`config.mk`:
```
export PLATFORM = sky130hd
export DESIGN_NAME = delta_hidden_flat
export DESIGN_NICKNAME = d
export VERILOG_FILES = /design/src/rtl/delta_hidden_if.sv /design/src/rtl/delta_hidden.sv /design/src/flat_wrapper.sv
export SDC_FILE = /design/constraint.sdc
export NUM_CORES = 2
export LEC_CHECK = 0
export BUFFER_PORTS_ARGS = -buffer_cell sky130_fd_sc_hd__buf_4
export CORE_MARGIN = 3
export CORE_UTILIZATION = 45
export CTS_CLUSTER_DIAMETER = 200
export DETAILED_ROUTE_END_ITERATION = 10
export PLACE_DENSITY = 0.65
export SYNTH_ARGS = -nofsm -noshare
export SYNTH_HDL_FRONTEND = slang
export SYNTH_SLANG_ARGS = --single-unit
```
`constraint.sdc`:
```
create_clock -name clk -period 7.6 [get_ports clk]
set_input_delay 1.14 -clock clk [delete_from_list [all_inputs] [get_ports clk]]
set_output_delay 1.14 -clock clk [all_outputs]
set_load 0.005 [all_outputs]
```
`src/rtl/delta_hidden_if.sv`:
```
// delta_hidden_if: start/term-stream/result handshake bundle for delta_hidden.
// master = the side feeding terms and taking results, slave = delta_hidden.
interface delta_hidden_if #(
   parameter int DW = 16
);
   logic          start;
   logic [DW-1:0] dadz2_i;
   logic          in_valid;
   logic          in_ready;
   logic [DW-1:0] w_i;
   logic [DW-1:0] delta3_i;
   logic          out_valid;
   logic          out_ready;
   logic [DW-1:0] delta2_o;
   logic          busy;
   logic          sat_o;

   modport master (
      output start, dadz2_i, in_valid, w_i, delta3_i, out_ready,
      input  in_ready, out_valid, delta2_o, busy, sat_o
   );

   modport slave (
      input  start, dadz2_i, in_valid, w_i, delta3_i, out_ready,
      output in_ready, out_valid, delta2_o, busy, sat_o
   );
endinterface

```
`src/rtl/delta_hidden.sv`:
```
// delta_hidden: back-propagated hidden-layer delta,
//   delta2 = (sum_k w_k * delta3_k) * dadz2, rescaled to FW fractional bits.
// Terms stream in over a valid/ready handshake, one result leaves over a
// second handshake. Optional macro DELTA_HIDDEN_SAT_EN: clip the result to
// the DW-bit range and flag it on sat_o; without it the result wraps.
module delta_hidden #(
   parameter int DW  = 16,
   parameter int FW  = 10,
   parameter int N_K = 2
) (
   input logic          clk,
   input logic          res,
   delta_hidden_if.slave bus
);
   localparam int CW = (N_K > 1) ? $clog2(N_K) : 1;
   localparam int AW = 2*DW + $clog2(N_K) + 1;
   localparam int PW = AW + DW;
   localparam logic [CW-1:0] LAST = CW'(N_K - 1);

   typedef enum logic [1:0] {IDLE, ACC, MUL, OUT} state_t;

   state_t                state, state_nx;
   logic [CW-1:0]         cnt_p0;
   logic signed [AW-1:0]  acc_p0;
   logic signed [DW-1:0]  dadz2_p0;
   logic signed [DW-1:0]  delta2_p1;
   logic                  sat_p1;

   // Full-precision w*delta3 product, sign-extended to accumulator width.
   function automatic logic signed [AW-1:0] term_ext(input logic signed [DW-1:0] w,
                                                     input logic signed [DW-1:0] d);
      logic signed [2*DW-1:0] t;
      t = $signed({{DW{w[DW-1]}}, w}) * $signed({{DW{d[DW-1]}}, d});
      return AW'(t);
   endfunction

   // Multiply sum by dadz2, floor-shift by 2*FW, then clip or wrap to DW bits.
   // Returns {clipped, value}.
   function automatic logic [DW:0] scale(input logic signed [AW-1:0] a,
                                         input logic signed [DW-1:0] d);
      logic signed [PW-1:0] p;
      logic signed [PW-1:0] s;
      p = $signed({{DW{a[AW-1]}}, a}) * $signed({{AW{d[DW-1]}}, d});
      s = p >>> (2*FW);
`ifdef DELTA_HIDDEN_SAT_EN
      if (s[PW-1:DW-1] == {(PW-DW+1){s[PW-1]}})
         return {1'b0, s[DW-1:0]};
      else if (s[PW-1])
         return {1'b1, 1'b1, {(DW-1){1'b0}}};
      else
         return {1'b1, 1'b0, {(DW-1){1'b1}}};
`else
      return {1'b0, s[DW-1:0]};
`endif
   endfunction

   // State register.
   always_ff @(posedge clk) begin
      if (!res) state <= IDLE;
      else      state <= state_nx;
   end

   // Next-state and handshake outputs; start is only looked at in IDLE.
   always_comb begin
      state_nx      = state;
      bus.in_ready  = 1'b0;
      bus.out_valid = 1'b0;
      bus.busy      = (state != IDLE);
      case (state)
         IDLE: if (bus.start) state_nx = ACC;
         ACC: begin
            bus.in_ready = 1'b1;
            if (bus.in_valid && (cnt_p0 == LAST)) state_nx = MUL;
         end
         MUL: state_nx = OUT;
         OUT: begin
            bus.out_valid = 1'b1;
            if (bus.out_ready) state_nx = IDLE;
         end
         default: state_nx = IDLE;
      endcase
   end

   // Stage 0: capture dadz2 and accumulate terms; stage 1: scale into result.
   always_ff @(posedge clk) begin
      if (!res) begin
         cnt_p0    <= '0;
         acc_p0    <= '0;
         dadz2_p0  <= '0;
         delta2_p1 <= '0;
         sat_p1    <= 1'b0;
      end else begin
         case (state)
            IDLE: if (bus.start) begin
               dadz2_p0 <= $signed(bus.dadz2_i);
               acc_p0   <= '0;
               cnt_p0   <= '0;
            end
            ACC: if (bus.in_valid) begin
               acc_p0 <= acc_p0 + term_ext($signed(bus.w_i), $signed(bus.delta3_i));
               cnt_p0 <= (cnt_p0 == LAST) ? '0 : cnt_p0 + CW'(1);
            end
            MUL: {sat_p1, delta2_p1} <= scale(acc_p0, dadz2_p0);
            default: ;
         endcase
      end
   end

   assign bus.delta2_o = delta2_p1;
   assign bus.sat_o    = sat_p1;
endmodule

```
`src/flat_wrapper.sv`:
```
// flat-port wrapper written by rule: the top's interface ports become plain ports
module delta_hidden_flat 
#(
   parameter int DW  = 16,
   parameter int FW  = 10,
   parameter int N_K = 2
)
  (clk, res, bus_start, bus_dadz2_i, bus_in_valid, bus_w_i, bus_delta3_i, bus_out_ready, bus_in_ready, bus_out_valid, bus_delta2_o, bus_busy, bus_sat_o);
  delta_hidden_if #(.DW(DW)) bus_i ();
  input logic clk;
  input logic res;
  input wire logic [$bits(bus_i.start)-1:0] bus_start;
  input wire logic [$bits(bus_i.dadz2_i)-1:0] bus_dadz2_i;
  input wire logic [$bits(bus_i.in_valid)-1:0] bus_in_valid;
  input wire logic [$bits(bus_i.w_i)-1:0] bus_w_i;
  input wire logic [$bits(bus_i.delta3_i)-1:0] bus_delta3_i;
  input wire logic [$bits(bus_i.out_ready)-1:0] bus_out_ready;
  output wire logic [$bits(bus_i.in_ready)-1:0] bus_in_ready;
  output wire logic [$bits(bus_i.out_valid)-1:0] bus_out_valid;
  output wire logic [$bits(bus_i.delta2_o)-1:0] bus_delta2_o;
  output wire logic [$bits(bus_i.busy)-1:0] bus_busy;
  output wire logic [$bits(bus_i.sat_o)-1:0] bus_sat_o;
  assign bus_i.start = bus_start;
  assign bus_i.dadz2_i = bus_dadz2_i;
  assign bus_i.in_valid = bus_in_valid;
  assign bus_i.w_i = bus_w_i;
  assign bus_i.delta3_i = bus_delta3_i;
  assign bus_i.out_ready = bus_out_ready;
  assign bus_in_ready = bus_i.in_ready;
  assign bus_out_valid = bus_i.out_valid;
  assign bus_delta2_o = bus_i.delta2_o;
  assign bus_busy = bus_i.busy;
  assign bus_sat_o = bus_i.sat_o;
  delta_hidden #(.DW(DW), .FW(FW), .N_K(N_K)) u_core (.clk(clk), .res(res), .bus(bus_i));
endmodule
```
==> flow_metrics.env <==
export IMPL_pin_count=73
export IMPL_critPathMaxFanout=20
export IMPL_yosysSeqAreaShare_pct=5.088
export IMPL_nFillCells=5736
export IMPL_fin_tns_setup_ns=0
export IMPL_mostFrequentLayoutCells="804 x inv_1, 664 x fa_1, 453 x nand2_1"
export IMPL_tightest_slew_ns=1.145
export IMPL_vias_per_cell=5.003
export IMPL_post_cts_buffers=0
export IMPL_areaGrowthSynthToFinish_pct=6.485
export IMPL_clock_latency_ns=0.37
export IMPL_synth_compound_area_share_pct=4.803
export IMPL_cts_hold_buf=0
export IMPL_r2r_end="u_core.bus.delta2_o[9]"
export IMPL_cts_made_buffers=9
export IMPL_synth_ff_type="dfxtp_1"
export IMPL_dp_slack_ns=0.2834
export IMPL_drt_iter0_drc=1001
export IMPL_pwr_share_clk_pct=4.0
export IMPL_reg2reg_setup_slack_ns=0.47
export IMPL_fin_crit_ns=7.131
export IMPL_finClkSkew_ns=0.01255
export IMPL_cp_arrival_ns=7.38
export IMPL_ys_seq_elements=69
export IMPL_fp_row_count=89
export IMPL_syn_area_per_cell_um2=8.897
export IMPL_post_cts_resized=0
export IMPL_clock_sinks=69
export IMPL_combPwrFrac_pct=90.5
export IMPL_leakage_nw=14.81
export IMPL_place_inst=3823
export IMPL_ir_drop_mv=0.8042
export IMPL_finalMaxSlewViolations=0
export IMPL_drt_antenna_violating_nets=0
export IMPL_min_delay_start="u_core.bus.delta2_o[1]"
export IMPL_dp_hpwl_um=52300
export IMPL_die_area_um2=63310
export IMPL_cts_tree="built"
export IMPL_initial_core_util_pct=45.74
export IMPL_place_congestion=0.8642
export IMPL_rsz0062_at_grt="false"
export IMPL_status="finished clean"
export IMPL_dieHeight_um=251.6
export IMPL_nets=3981
export IMPL_pwr_share_seq_pct=5.6
export IMPL_grt_max_degree=63
export IMPL_worstHoldPathType="register to register"
export IMPL_crit_path_end="u_core.bus.delta2_o[9]"
export IMPL_synth_nets=3971
export IMPL_async_flop_share_pct=0
export IMPL_cts_htree_levels=3
export IMPL_power_mw=11.43
export IMPL_dr_total_vias=19210
export IMPL_setup_viol=0
export IMPL_routed_wl_um=62220
export IMPL_fmax_mhz=140.2
export IMPL_layout_drive_gt1_share_pct=5.055
export IMPL_n_antenna_cell=0
export IMPL_crit_start="u_core.dadz2_p0[2]"
export IMPL_finish_instance_area_um2=28910
export IMPL_maxCapViolCount=0
export IMPL_synth_edff_count=0
export IMPL_slew_headroom_pct=23.59
export IMPL_cp_required_ns=7.85
export IMPL_synth_simple_area_share_pct=16.02
export IMPL_start_kind="register"
export IMPL_fin_crit_sh_pct=93.83
export IMPL_p_sw_share_pct=54.95
export IMPL_final_common_cell="inv_1"
export IMPL_multi_input_area_um2=22250
export IMPL_worstSetupPathType="register to register"
export IMPL_power_switching_mw=6.281
export IMPL_p_per_area_nw_per_um2=395.4
export IMPL_grt_usage_pct=21.46
export IMPL_worst_setup_path_end_kind="register"
export IMPL_route_detailed_drc=0
export IMPL_synth_top_family_by_area="adder cells"
export IMPL_synth_fa_ha_area_share_pct=58.32
export IMPL_p_int_mw=5.149
export IMPL_wire_per_inst_um=16.21
export IMPL_root_buffer="clkbuf_16"
export IMPL_setup_ws_ns=0.4689
export IMPL_yosys_mux_area_fraction_pct=0.2950
export IMPL_synth_cell_type_count=60
export IMPL_rr_startpoint="u_core.dadz2_p0[2]"
export IMPL_grt_overflow=0
export IMPL_portBuffers=71
export IMPL_synthXorXnorAreaFrac_pct=2.484
export IMPL_path_clk_slew_ns=0.07
export IMPL_clockBufferDepth=2
export IMPL_instances_no_fill=3839
export IMPL_coreArea_um2=59350
export IMPL_yosysWarnings=0
export IMPL_dpl_cell_area_um2=28600
export IMPL_reg2reg_depth=19
export IMPL_die_w_um=251.6
export IMPL_grt_antenna_before_repair=0
export IMPL_syn_inst=3051
export IMPL_register_area_um2=1381
export IMPL_syn_area_um2=27150
export IMPL_grt_pass1_vias=21450
export IMPL_dr_pass1_iters=5
export IMPL_hold_viol_final=0
export IMPL_grt_first_pass_wirelength_um=108600
cell type report:
type	count	area share, %
multi-input cells	2045	76.96
well taps	773	3.346
flip-flops and latches	69	4.779
inverters	805	10.45
clock inverters	7	0.2770
clock buffers	9	0.7791
repair buffers	131	3.402
power groups by stage:
stage	Sequential [mW]	Combinational, mW	Clock (mW)
after floorplan	0.489	8.16	0
after detailed placement	0.640	10.4	0
after global routing	0.650	12.0	0.483
after CTS	0.633	10.4	0.471
after global placement	0.638	10.3	0
final	0.635	10.3	0.455
cells by family (layout without fill, tap and decap cells):
kind of cell / Yosys count / count (layout)
xor gates and xnor gates: 77 / 77
DFF: 69 / 69
and+or+nand+nor: 900 / 900
buffers and inverters: 937 / 952
other: 1 / 1
adders and majority gates: 867 / 867
AOI/OAI and AO/OA: 192 / 192
muxes: 8 / 8
synthesized netlist by cell type, types with 4 or more instances:
master	n	share of area, %
a211oi_1	6	0.17
a21boi_0	17	0.47
a21o_1	20	0.55
a21oi_1	34	0.63
a22oi_1	18	0.50
and2_1	289	6.7
clkbuf_1	130	1.8
dfxtp_1	69	5.1
fa_1	664	49
ha_1	203	9.4
inv_1	804	11
mux2i_1	8	0.29
nand2_1	453	6.3
nand2b_1	12	0.28
nand3_1	10	0.18
nand3b_1	7	0.19
nand4_1	7	0.16
nand4b_1	4	0.13
nor2_1	59	0.82
nor2b_1	33	0.76
nor3_1	11	0.20
o211a_1	5	0.18
o21a_1	8	0.22
o21ai_0	43	0.79
o21bai_1	4	0.11
or3_1	5	0.12
xnor2_1	56	1.8
xor2_1	21	0.68
worst max-delay path, stage by stage (launching register included):
cell and delay (ns):
dfxtp_1 0.92, buf_4 0.36, nand2_1 0.10, fa_1 0.52, fa_1 0.46, fa_1 0.54, inv_1 0.05, fa_1 0.48
fa_1 0.55, fa_1 0.42, ha_1 0.35, a21o_1 0.23, a221oi_1 0.30, o21ai_0 0.25, o41ai_2 0.54, nor2b_1 0.10
o21ai_0 0.35, nand2b_1 0.17, xnor2_1 0.19, o21ai_0 0.10
how the worst min path moves through the flow:
| stage | to | slack [ns] | depth (start not counted) |
|---|---|---|---|
| 2_1_floorplan | u_core.bus.delta2_o[8] | 0.47 | 2 |
| 3_3_place_gp | u_core.bus.delta2_o[1] | 0.47 | 1 |
| 3_5_place_dp | u_core.bus.delta2_o[1] | 0.48 | 1 |
| 4_1_cts | u_core.bus.delta2_o[1] | 0.50 | 1 |
| 5_1_grt | u_core.bus.delta2_o[1] | 0.53 | 1 |
| 6_report | u_core.bus.delta2_o[1] | 0.49 | 1 |
registers in the layout, summed over array words and instances, names as in the netlist:
name,flops
u_core.dadz2_p0,16
u_core.cnt_p0,1
u_core.state,2
u_core.acc_p0,34
u_core.bus.delta2_o,16
metal layers:
| metal | track usage, % | up-vias | wire [µm] |
|---|---|---|---|
| met4 | 6.382 | 0 | 1808 |
| met2 | 39.20 | 370 | 32900 |
| met3 | 2.144 | 110 | 2215 |
| met5 | 0 | - | 0 |
| li1 | - | 8814 | - |
| met1 | 26.97 | 9914 | 25290 |
stage by stage:
step | hold WS (ns) | utilization [%]
2_1_floorplan | 0.4711 | -
6_report | 0.4909 | 48.70
4_1_cts | 0.4955 | 48.70
3_5_place_dp | 0.4757 | 48.19
3_3_place_gp | 0.4703 | 48.19
5_1_grt | 0.5261 | 48.70
Power figures use the tool's default switching activity.
